File: config.mk
export PLATFORM = sky130hd
export DESIGN_NAME = mem_arbiter_flat
export DESIGN_NICKNAME = d
export VERILOG_FILES = /design/src/rtl/mem_arbiter_if.sv /design/src/rtl/mem_arbiter.sv /design/src/flat_wrapper.sv
export SDC_FILE = /design/constraint.sdc
export NUM_CORES = 1
export LEC_CHECK = 0
export BUFFER_PORTS_ARGS = -buffer_cell sky130_fd_sc_hd__buf_2
export CORE_MARGIN = 1
export CORE_UTILIZATION = 35
export CTS_CLUSTER_SIZE = 8
export DETAILED_ROUTE_END_ITERATION = 8
export PLACE_DENSITY = 0.63
export SYNTH_ARGS = -nofsm -noshare
export SYNTH_HDL_FRONTEND = slang
export SYNTH_SLANG_ARGS = --single-unit
File: constraint.sdc
create_clock -name clk -period 2.2 [get_ports clk]
set_input_delay 0.11 -clock clk [delete_from_list [all_inputs] [get_ports clk]]
set_output_delay 0.11 -clock clk [all_outputs]
set_load 0.005 [all_outputs]
File: src/rtl/mem_arbiter_if.sv
// Bus bundle between the CPU-side ports, the arbiter and the single-port word RAM.
// The arbiter uses the slave view; the core/RAM side uses the master view.
interface mem_arbiter_if #(
    parameter int N  = 32,
    parameter int AW = 10
);
    logic            i_req;
    logic [AW-1:0]   i_addr;
    logic            i_gnt;
    logic            i_rvalid;
    logic [N-1:0]    i_rdata;
    logic            d_req;
    logic            d_we;
    logic [N/8-1:0]  d_be;
    logic [AW-1:0]   d_addr;
    logic [N-1:0]    d_wdata;
    logic            d_gnt;
    logic            d_rvalid;
    logic [N-1:0]    d_rdata;
    logic            ram_we;
    logic [AW-1:0]   ram_addr;
    logic [N-1:0]    ram_wdata;
    logic [N-1:0]    ram_rdata;

    modport slave (
        input  i_req, i_addr, d_req, d_we, d_be, d_addr, d_wdata, ram_rdata,
        output i_gnt, i_rvalid, i_rdata, d_gnt, d_rvalid, d_rdata,
        output ram_we, ram_addr, ram_wdata
    );

    modport master (
        output i_req, i_addr, d_req, d_we, d_be, d_addr, d_wdata, ram_rdata,
        input  i_gnt, i_rvalid, i_rdata, d_gnt, d_rvalid, d_rdata,
        input  ram_we, ram_addr, ram_wdata
    );
endinterface

File: src/rtl/mem_arbiter.sv
// Round-robin arbiter sharing one single-port synchronous word RAM between the
// instruction-fetch port and the load/store port; partial stores become read-modify-write.
module mem_arbiter #(
    parameter  int N    = 32,
    parameter  int SIZE = 1024,
    localparam int AW   = $clog2(SIZE)
) (
    input  logic         clk,
    input  logic         rst_n,
    mem_arbiter_if.slave bus
);
    typedef enum logic [1:0] {ST_IDLE = 2'd0, ST_RD = 2'd1, ST_MERGE = 2'd2} state_e;
    typedef enum logic {PORT_I = 1'b0, PORT_D = 1'b1} port_e;

    state_e          state_q,     state_d;
    port_e           last_gnt_q,  last_gnt_d;
    port_e           rd_owner_q,  rd_owner_d;
    logic [AW-1:0]   cap_addr_q,  cap_addr_d;
    logic [N/8-1:0]  cap_be_q,    cap_be_d;
    logic [N-1:0]    cap_wdata_q, cap_wdata_d;

    logic            gnt_i_s;
    logic            gnt_d_s;
    logic            be_full_s;
    logic            be_none_s;

    function automatic logic [N-1:0] merge_bytes(input logic [N-1:0]   new_w,
                                                 input logic [N-1:0]   old_w,
                                                 input logic [N/8-1:0] be);
        logic [N-1:0] res;
        res = old_w;
        for (int k = 0; k < N/8; k++) begin
            res[8*k +: 8] = be[k] ? new_w[8*k +: 8] : old_w[8*k +: 8];
        end
        return res;
    endfunction

    assign be_full_s = &bus.d_be;
    assign be_none_s = ~|bus.d_be;

    // Arbitration: a tie goes to the port that did not win last time; MERGE blocks grants.
    always_comb begin
        gnt_i_s = 1'b0;
        gnt_d_s = 1'b0;
        if (rst_n && (state_q != ST_MERGE)) begin
            if (bus.i_req && (!bus.d_req || (last_gnt_q == PORT_D))) begin
                gnt_i_s = 1'b1;
            end else begin
                gnt_d_s = bus.d_req;
            end
        end else begin
            gnt_i_s = 1'b0;
            gnt_d_s = 1'b0;
        end
    end

    // State register with asynchronous reset.
    always_ff @(posedge clk or negedge rst_n) begin
        if (!rst_n) begin
            state_q     <= ST_IDLE;
            last_gnt_q  <= PORT_D;
            rd_owner_q  <= PORT_I;
            cap_addr_q  <= '0;
            cap_be_q    <= '0;
            cap_wdata_q <= '0;
        end else begin
            state_q     <= state_d;
            last_gnt_q  <= last_gnt_d;
            rd_owner_q  <= rd_owner_d;
            cap_addr_q  <= cap_addr_d;
            cap_be_q    <= cap_be_d;
            cap_wdata_q <= cap_wdata_d;
        end
    end

    // Next-state logic: grants start reads, full stores, or the read half of a merge.
    always_comb begin
        state_d     = state_q;
        last_gnt_d  = last_gnt_q;
        rd_owner_d  = rd_owner_q;
        cap_addr_d  = cap_addr_q;
        cap_be_d    = cap_be_q;
        cap_wdata_d = cap_wdata_q;
        case (state_q)
            ST_IDLE, ST_RD: begin
                if (gnt_i_s) begin
                    state_d    = ST_RD;
                    rd_owner_d = PORT_I;
                    last_gnt_d = PORT_I;
                end else if (gnt_d_s) begin
                    last_gnt_d = PORT_D;
                    if (!bus.d_we) begin
                        state_d    = ST_RD;
                        rd_owner_d = PORT_D;
                    end else if (be_full_s || be_none_s) begin
                        state_d = ST_IDLE;
                    end else begin
                        state_d     = ST_MERGE;
                        cap_addr_d  = bus.d_addr;
                        cap_be_d    = bus.d_be;
                        cap_wdata_d = bus.d_wdata;
                    end
                end else begin
                    state_d = ST_IDLE;
                end
            end
            ST_MERGE: state_d = ST_IDLE;
            default:  state_d = ST_IDLE;
        endcase
    end

    // Output logic: RAM drive, grants and read responses.
    always_comb begin
        bus.ram_we    = 1'b0;
        bus.ram_addr  = '0;
        bus.ram_wdata = '0;
        if (rst_n && (state_q == ST_MERGE)) begin
            bus.ram_we    = 1'b1;
            bus.ram_addr  = cap_addr_q;
            bus.ram_wdata = merge_bytes(cap_wdata_q, bus.ram_rdata, cap_be_q);
        end else if (gnt_i_s) begin
            bus.ram_addr = bus.i_addr;
        end else if (gnt_d_s) begin
            bus.ram_addr = bus.d_addr;
            if (bus.d_we && be_full_s) begin
                bus.ram_we    = 1'b1;
                bus.ram_wdata = bus.d_wdata;
            end else begin
                bus.ram_we = 1'b0;
            end
        end else begin
            bus.ram_we = 1'b0;
        end
        bus.i_gnt    = gnt_i_s;
        bus.d_gnt    = gnt_d_s;
        bus.i_rvalid = rst_n && (state_q == ST_RD) && (rd_owner_q == PORT_I);
        bus.d_rvalid = rst_n && (state_q == ST_RD) && (rd_owner_q == PORT_D);
        bus.i_rdata  = bus.ram_rdata;
        bus.d_rdata  = bus.ram_rdata;
    end
endmodule
File: src/flat_wrapper.sv
// flat-port wrapper written by rule: the top's interface ports become plain ports
module mem_arbiter_flat 
#(
    parameter  int N    = 32,
    parameter  int SIZE = 1024,
    localparam int AW   = $clog2(SIZE)
)
  (clk, rst_n, bus_i_req, bus_i_addr, bus_d_req, bus_d_we, bus_d_be, bus_d_addr, bus_d_wdata, bus_ram_rdata, bus_i_gnt, bus_i_rvalid, bus_i_rdata, bus_d_gnt, bus_d_rvalid, bus_d_rdata, bus_ram_we, bus_ram_addr, bus_ram_wdata);
  mem_arbiter_if #(.N(N)) bus_i ();
  input  logic clk;
  input  logic rst_n;
  input wire logic [$bits(bus_i.i_req)-1:0] bus_i_req;
  input wire logic [$bits(bus_i.i_addr)-1:0] bus_i_addr;
  input wire logic [$bits(bus_i.d_req)-1:0] bus_d_req;
  input wire logic [$bits(bus_i.d_we)-1:0] bus_d_we;
  input wire logic [$bits(bus_i.d_be)-1:0] bus_d_be;
  input wire logic [$bits(bus_i.d_addr)-1:0] bus_d_addr;
  input wire logic [$bits(bus_i.d_wdata)-1:0] bus_d_wdata;
  input wire logic [$bits(bus_i.ram_rdata)-1:0] bus_ram_rdata;
  output wire logic [$bits(bus_i.i_gnt)-1:0] bus_i_gnt;
  output wire logic [$bits(bus_i.i_rvalid)-1:0] bus_i_rvalid;
  output wire logic [$bits(bus_i.i_rdata)-1:0] bus_i_rdata;
  output wire logic [$bits(bus_i.d_gnt)-1:0] bus_d_gnt;
  output wire logic [$bits(bus_i.d_rvalid)-1:0] bus_d_rvalid;
  output wire logic [$bits(bus_i.d_rdata)-1:0] bus_d_rdata;
  output wire logic [$bits(bus_i.ram_we)-1:0] bus_ram_we;
  output wire logic [$bits(bus_i.ram_addr)-1:0] bus_ram_addr;
  output wire logic [$bits(bus_i.ram_wdata)-1:0] bus_ram_wdata;
  assign bus_i.i_req = bus_i_req;
  assign bus_i.i_addr = bus_i_addr;
  assign bus_i.d_req = bus_d_req;
  assign bus_i.d_we = bus_d_we;
  assign bus_i.d_be = bus_d_be;
  assign bus_i.d_addr = bus_d_addr;
  assign bus_i.d_wdata = bus_d_wdata;
  assign bus_i.ram_rdata = bus_ram_rdata;
  assign bus_i_gnt = bus_i.i_gnt;
  assign bus_i_rvalid = bus_i.i_rvalid;
  assign bus_i_rdata = bus_i.i_rdata;
  assign bus_d_gnt = bus_i.d_gnt;
  assign bus_d_rvalid = bus_i.d_rvalid;
  assign bus_d_rdata = bus_i.d_rdata;
  assign bus_ram_we = bus_i.ram_we;
  assign bus_ram_addr = bus_i.ram_addr;
  assign bus_ram_wdata = bus_i.ram_wdata;
  mem_arbiter #(.N(N), .SIZE(SIZE)) u_core (.clk(clk), .rst_n(rst_n), .bus(bus_i));
endmodule
Word level (Yosys, flattened, before mapping). Index checks and enable logic that the tools add are counted.

Reduce and logical (&&, ||, !) cells: 19. Bitwise logic cells: 3. Equal/unequal tests: 4. Mux-type cells: 29.

Operators with widths (count): $mux 32 (4); $mux 8 (4); $mux 10 (3); $mux 1 (13); $mux 2 (5); $logic_and 1x1->1 (7); $reduce_and 5->1 (1); $reduce_and 4->1 (1); $reduce_or 4->1 (1); $not 1->1 (3); $reduce_and 3->1 (1); $eq 2x1->1 const B (1); $eq 2x2->1 const B (1); $logic_not 1->1 (2); $logic_not 2->1 (1); $logic_or 1x1->1 (2); $ne 2x1->1 const B (1); $ne 2x2->1 const B (1); $reduce_and 2->1 (1); $reduce_bool 2->1 (1); $reduce_or 2->1 (1).

Input port bits: 93. Logic and storage cells: 61. Output and inout port bits: 111. Register bits after elaboration: 50.

Logic depth before layout (Yosys ltp). Gate-level depths: netlist (run 1).

Word-level depth: 8. Gate-level depth with buffers: 6. Depth with buffers taken out: 3.

Least setup slack after synthesis (run 1). No wires, ideal clock.

Path kind: register to register. From: register u_core.state_q[1]. To: register u_core.cap_addr_q[9]. Slack: 0.436 ns. Data required time: 2.075 ns. Cell stages (with the launch flop): 6. Period minus slack after synthesis: 1.764 ns. Arrival time: 1.639 ns. Path buffers: 2. Library setup time: 0.125 ns. Cells stage by stage: dfrtp_1 nand3b_1 or4b_4 buf_6 buf_6 mux2_4.

Longest elaborated chain between the ends: 5. Elaborated cells between the ends (all ways): 9. Classes of those cells: eq/ne: 2; mux: 2; bitwise: 1; reduce/logical: 4.

Ends and longest elaborated chain: from (decl) (line mem_arbiter.sv:15) `state_e state_q, state_d;`; from (signal assigned) (line mem_arbiter.sv:67) `state_q <= state_d;`; $ne 2x2->1 (line mem_arbiter.sv:45) `if (rst_n && (state_q != ST_MERGE)) begin`; $logic_and 1x1->1 (line mem_arbiter.sv:45); $mux 1 (line mem_arbiter.sv:45); $not 1->1 (no source line); $reduce_and 5->1 (no source line) (*); to (signal assigned) (line mem_arbiter.sv:70) `cap_addr_q <= cap_addr_d;`; to (decl) (line mem_arbiter.sv:18) `logic [AW-1:0] cap_addr_q, cap_addr_d;`.

Every way passes the cells marked *; elsewhere a longest branch is shown, timed or not. A chain may end at the register's enable or synchronous reset.

Worst setup path after layout (run 1).
From: register u_core.last_gnt_q. To: output port bus_ram_wdata[31].

Longest elaborated chain between the ends: 7. Elaborated cells between the ends (all ways): 9. Classes of those cells: mux: 7; reduce/logical: 2.

Ends and longest elaborated chain: from (decl) (line mem_arbiter.sv:16) `port_e last_gnt_q, last_gnt_d;`; from (signal assigned) (line mem_arbiter.sv:68) `last_gnt_q <= last_gnt_d;`; $logic_or 1x1->1 (*) (line mem_arbiter.sv:46) `if (bus.i_req && (!bus.d_req || (last_gnt_q == PORT_D))) begin`; $logic_and 1x1->1 (*) (line mem_arbiter.sv:46); $mux 1 (line mem_arbiter.sv:46); $mux 1 (line mem_arbiter.sv:45); $mux 32 (line mem_arbiter.sv:123) `end else if (gnt_d_s) begin`; $mux 32 (*) (line mem_arbiter.sv:121) `end else if (gnt_i_s) begin`; $mux 32 (*) (line mem_arbiter.sv:117) `if (rst_n && (state_q == ST_MERGE)) begin`; to (decl) (line flat_wrapper.sv:28) `output wire logic [$bits(bus_i.ram_wdata)-1:0] bus_ram_wdata;`.

Marked as above.

==> results of run 1 <==
-- per-stage QoR --
step	utilization	setup slack (ns)	std cells	hold slack, ns
floorplan	-	0.436	349	-0.186
global placement	0.429	0.362	602	-0.0299
detailed placement	0.429	0.303	602	-0.0302
CTS	0.442	0.0143	612	0.0245
global route	0.443	0.0110	612	0.0305
finish	0.443	0.124	612	0.0420
-- registers in the layout, indices dropped and copies added (netlist names) --
name	cells
u_core.cap_addr_q	10
u_core.cap_be_q	4
u_core.cap_wdata_q	32
u_core.last_gnt_q	1
u_core.rd_owner_q	1
u_core.state_q	2
-- power breakdown --
group	internal (mW)	switching, mW	total [mW]
sequential	1.18	0.252	1.43
combinational	0.606	0.333	0.939
clock	0.230	0.333	0.563
total	2.02	0.918	2.94
-- layer usage --
layer  part of all wire  vias up  global-route usage  wire, µm
li1                   -     1444                   -         -
met5                  0        -                   0         0
met4             0.0052        0              0.0311        47
met2               0.49      134               0.292      4490
met1               0.44     1435               0.212      4040
met3              0.059        5              0.0315       540
-- cell families after synthesis --
kind of cell	count (synthesis)	share of synthesized area
buffers and inverters	128	0.208
multiplexers	78	0.262
AO/OA/AOI/OAI	59	0.134
flip-flops	50	0.346
AND/OR/NAND/NOR	34	0.0488
-- synth_stat cells, types with 3 or more instances --
cell / instances
buf_4: 64
a31oi_1: 10
clkbuf_1: 18
mux2_2: 17
dfrtp_1: 49
mux2i_1: 32
mux2_4: 29
buf_6: 4
nand3_1: 11
buf_1: 3
inv_1: 37
nor2_1: 11
o2111ai_1: 10
o32ai_1: 32
nand2_1: 3
-- what timing repair did --
action / CTS / global route
hold endpoints to repair: 28 / 0
setup endpoints to repair: 0 / 33
gates resized for setup: 0 / 2
hold buffers: 2 / 0
-- worst max path at each step --
stage                                         to  slack, ns  cells after the start
after floorplan             u_core.cap_addr_q[9]       0.44                      5
after global placement    u_core.cap_wdata_q[31]       0.36                      4
after detailed placement       bus_ram_wdata[30]       0.30                      6
after CTS                      bus_ram_wdata[30]       0.01                      6
after global routing           bus_ram_wdata[31]       0.01                      6
final                          bus_ram_wdata[31]       0.12                      6
-- worst max-delay path: stages, from the launching register on --
cell	delay, ns
dfstp_2	0.67
a21boi_2	0.09
buf_4	0.20
nand3_1	0.11
buf_6	0.28
o32ai_1	0.14
buf_2	0.16
-- layout by cell type, fill, tap and decap left out, types with 2 or more instances in the layout --
master / Yosys / final
inv_1: 37 / 37
nor2_1: 11 / 11
o32ai_1: 32 / 31
mux2_2: 17 / 17
nand3b_1: 2 / 2
buf_4: 64 / 6
mux2i_1: 32 / 32
o2111ai_1: 10 / 10
mux2_4: 29 / 29
nor2b_1: 2 / 2
clkbuf_8: 0 / 5
buf_12: 0 / 2
nand2_1: 3 / 3
nand3_1: 11 / 11
a31oi_1: 10 / 10
dfrtp_1: 49 / 49
buf_2: 2 / 203
-- cell type report --
type / count / area (µm²)
Clock buffer: 5 / 68.8
Clock inverter: 3 / 25.0
Fill cell: 984 / 5520
Inverter: 37 / 139
Multi-Input combinational cell: 171 / 1620
Sequential cell: 50 / 1250
Tap cell: 133 / 166
Timing Repair Buffer: 213 / 1120
==> reports/metrics.cfg, run 1 <==
[run_status]
outcome = completed

[floorplanning]
rows = 36
ioPinCount = 204
die-area_um2 = 10700
core_region_area_um2 = 9910
die_h_um = 104
start_util = 0.365
die_w_um = 104

[critical_path]
r2r_end = u_core.cap_wdata_q[0]
cp_data_required_time_ns = 2.09
crit_arrival_ns = 1.97
cp_max_fo = 34
regToRegSetupSlack_ns = 0.31
critPathKind = reg2out
rr_startpoint = u_core.state_q[1]
crit_path_end_kind = primary output
worstRegToRegCells = 4
startpoint_type = register
startpoint = u_core.last_gnt_q

[drt]
drcViolationCount = 0
ant_nets = 0
drt_wl_total_um = 9120
drt_iter0_markers = 69
vias = 3018
via_per_inst = 4.93
drt-pass1-iter-count = 4
wl_per_cell_um = 14.9

[pwr]
leakage_nw = 2.43
total_power_mw = 2.94
p_per_area_nw_per_um2 = 669
peakVddDrop_mv = 0.266

[grt]
grt_pass1_vias = 2882
antenna_found_initial = 0
grt-ovfl-total = 0
grt_pass1_wl_um = 14600
grt_max_degree = 54
grt_use_total = 0.166

[yosys]
yosys.area.top_type = dfrtp_1
ys_seq_area_frac = 0.346
syn_nets = 442
async_flop_share = 1.00
ys_types = 31
yosys-top-cells-area = dfrtp_1 34%, buf_4 13%, mux2_4 12%
ys_seq_elements = 50
yosys_most_used_dff = dfrtp_1
syn_area_per_cell_um2 = 10.4
yosys_warnings = 0
synth-edff-count = 0
synth_top_area_share = 0.339
syn_inst = 349
synth_area_um2 = 3610

[worst_hold_path]
min_from = bus_d_wdata[18]
hold_path.class = in2reg
worstHoldEndpoint = u_core.cap_wdata_q[18]
hold_depth = 2

[sta]
setup_tns_ns = 0
finalHoldViolCount = 0
fin_skew_ns = 0.00866
timing.final.crit_share = 0.944
fmax_mhz = 482
grt_setup_unrepaired = false
final_max_slew_viol_count = 0
fin_crit_ns = 2.08
max_slew_margin = 0.631
setup_violations = 0
tightestPinTransition_ns = 0.553

[cells_and_area]
design_area_um2 = 4390
layout-drive-gt1-share = 0.566
antenna_cells = 0
synthToLayoutAreaGrowth_pct = 21.5
nets = 571

[placed_design]
placed_area_um2 = 4260
gp_congestion = 0.831
post-dp-hpwl_um = 6720
portBuffers = 203

[clock_tree]
clk_pin_slew_worst_paths_ns = 0.10
clk_path_buf_depth = 2
clk_latency_ns = 0.31
cts-buffers-inserted = 5
postCtsSetupBuffers = 0
cts_sinks = 50
htreeDepth = 2
cts-root-buf = clkbuf_8
cts_tree = built

[flow_run]
max_cap_violations = 0

No activity file was read; power rests on OpenSTA's default activity.
==> run 2, diff against run 1 <==
- ABC_CLOCK_PERIOD_IN_PS: default -> 2250
- clock period: 2.2 -> 2.25 ns (I/O delays scaled with it)
==> run 2 against run 1 <==
Effect of this change: die area is the same; sequential power hardly changed; design area fell by 0.63%; non-clock buffer count down 2; total power decreased by 2.5%; clock power decreased by 1%; critical path depth is the same; first-iteration DRC count up 52%; combinational power fell by 2.9%; critical path type unchanged; critical endpoint is now bus_ram_wdata[23].
==> reports/metrics.cfg, run 2 (same netlist as run 1, synthesis figures left out) <==
[sta]
timing.final.crit_share = 0.945
final_max_slew_viol_count = 0  ; unchanged
fmax_mhz = 470
max_slew_margin = 0.465  ; -0.166
tightestPinTransition_ns = 0.802  ; +0.249 ns
finalHoldViolCount = 0  ; unchanged
grt_setup_unrepaired = false
setup_violations = 0  ; unchanged
setup_tns_ns = 0  ; unchanged
fin_crit_ns = 2.13
fin_skew_ns = 0.00864  ; -0.0000232 ns

[cells_and_area]
synthToLayoutAreaGrowth_pct = 20.7
largestRegisters = u_core.cap_wdata_q: 32 flops, u_core.cap_addr_q: 10 flops, u_core.cap_be_q: 4 flops
antenna_cells = 0  ; unchanged
largest_register_ffs = 32  ; unchanged
largest-register = u_core.cap_wdata_q
final_common_cell = buf_2
layout-drive-gt1-share = 0.564  ; -0.00182
design_area_um2 = 4360  ; -0.63%
final_cell_mix = 203 x buf_2, 49 x dfrtp_1, 37 x inv_1
nets = 569  ; -0.35%

[pwr]
comb_power_share = 0.318  ; -0.002
p_per_area_nw_per_um2 = 657  ; -1.8%
peakVddDrop_mv = 0.273  ; +2.5%
sw_frac_of_total = 0.311  ; -0.00195
leakage_nw = 2.43  ; -0.28%
clockPowerShare = 0.194  ; +0.002
switchingPower_mw = 0.890  ; -3.1%
pwr-share-seq = 0.487  ; about the same
p_int_mw = 1.97  ; -2.2%

[critical_path]
worstRegToRegCells = 3  ; -1
crit_family = buffers and inverters
crit_arrival_ns = 2.01  ; +0.04 ns
cp_slowest_cell = dfstp_2
critPathKind = reg2out
r2r_end = u_core.cap_wdata_q[20]
cp_max_fo = 34  ; unchanged
startpoint_type = register
regToRegSetupSlack_ns = 0.20  ; -0.11 ns
crit_path_end_kind = primary output
crit_path_frequent_cell = buf_4
rr_startpoint = u_core.state_q[1]
cp_data_required_time_ns = 2.14  ; +0.05 ns
crit_buf_inv = 3  ; unchanged
crit_path_max_incr_delay_ns = 0.68  ; about the same
crit_chain = a21boi_2 -> buf_4 -> nand3_1 -> buf_4 -> o32ai_1 -> buf_2

[floorplanning]
die_h_um = 104  ; unchanged
die_w_um = 104  ; unchanged
rows = 36  ; unchanged
die-area_um2 = 10700  ; unchanged
start_util = 0.365  ; unchanged
ioPinCount = 204  ; unchanged
core_region_area_um2 = 9910  ; unchanged

[drt]
ant_nets = 0  ; unchanged
wl_per_cell_um = 14.5  ; -2.6%
drcViolationCount = 0  ; unchanged
via_per_inst = 5.01  ; +1.6%
drt-pass1-iter-count = 4  ; unchanged
vias = 3056  ; +1.3%
drt_wl_total_um = 8860  ; -2.9%
drt_iter0_markers = 105  ; +52%

[clock_tree]
post_cts_resized = 0  ; unchanged
clk_latency_ns = 0.30  ; about the same
cts_sinks = 50  ; unchanged
clk_pin_slew_worst_paths_ns = 0.09  ; about the same
cts-root-buf = clkbuf_8
cts-buffers-inserted = 5  ; unchanged
htreeDepth = 2  ; unchanged
clk_path_buf_depth = 2  ; unchanged
cts_tree = built

[grt]
grt_use_total = 0.159  ; -0.00737
antenna_found_initial = 0  ; unchanged
grt_pass1_vias = 2809  ; -2.5%
grt_pass1_wl_um = 14100  ; -3.5%
grt_max_degree = 48  ; -11%
grt-ovfl-total = 0  ; unchanged

[worst_hold_path]
min_from = bus_d_we
worstHoldEndpoint = u_core.state_q[0]
hold_depth = 2  ; unchanged
hold_path.class = in2reg

[placed_design]
post-dp-hpwl_um = 6520  ; -3.0%
portBuffers = 203  ; unchanged
gp_congestion = 0.777  ; -6.5%
placed_area_um2 = 4250  ; -0.18%

[run_status]
outcome = completed

[flow_run]
max_cap_violations = 0  ; unchanged

-- run 2: final cells by class --
class                           count  area [µm²]
Clock buffer                        5        68.8
Clock inverter                      3        26.3
Inverter                           37         139
Multi-Input combinational cell    171        1610
Timing Repair Buffer              211        1100
Sequential cell                    50        1250
Fill cell                         956        5550
Tap cell                          133         166
-- run 2: worst max path at each step --
stage	end	cells after the start	slack, ns	start
3_3_place_gp	u_core.cap_wdata_q[31]	3	0.26	u_core.last_gnt_q
4_1_cts	bus_ram_wdata[23]	6	0.12	u_core.last_gnt_q
5_1_grt	bus_ram_wdata[22]	6	0.008	u_core.last_gnt_q
3_5_place_dp	u_core.cap_wdata_q[27]	3	0.20	u_core.last_gnt_q
2_1_floorplan	u_core.cap_addr_q[9]	5	0.49	u_core.state_q[1]
6_report	bus_ram_wdata[23]	6	0.12	u_core.last_gnt_q
-- run 2: metal layers --
layer / wire, µm / vias up / track usage / share of wire
met5: 0 / - / 0 / 0
met4: 31 / 0 / 0.0259 / 0.0035
met3: 547 / 2 / 0.0264 / 0.062
met2: 4280 / 140 / 0.279 / 0.48
met1: 4000 / 1474 / 0.207 / 0.45
li1: - / 1440 / - / -
-- run 2: through the flow --
step           hold slack (ns)  std cells   util  setup WS (ns)  total power [mW]
2_1_floorplan           -0.183        349      -          0.486              2.07
3_3_place_gp             0.251        601  0.429          0.261              2.29
3_5_place_dp             0.259        601  0.429          0.203              2.32
4_1_cts                 0.0266        610  0.440          0.121              2.90
5_1_grt                 0.0336        610  0.440        0.00820              3.04
6_report                0.0420        610  0.440          0.123              2.86
-- run 2: worst reg2reg max path: stages, from the launching register on --
cell,delay [ns]
dfrtp_1,0.46
nand3b_1,0.18
or4b_4,0.83
mux2_4,0.48
-- run 2: power by group through the flow --
stage	clock (mW)	sequential, mW	combinational, mW
2_1_floorplan	0	1.27	0.799
3_3_place_gp	0	1.41	0.882
3_5_place_dp	0	1.41	0.911
4_1_cts	0.582	1.39	0.922
5_1_grt	0.617	1.43	0.996
6_report	0.557	1.40	0.912
-- run 2: what timing repair did --
| item | 4_1_cts | 5_1_grt |
|---|---|---|
| endpoints found under the hold margin | 26 | 0 |
| buffers inserted | 0 | 0 |
| hold buffers | 1 | 0 |
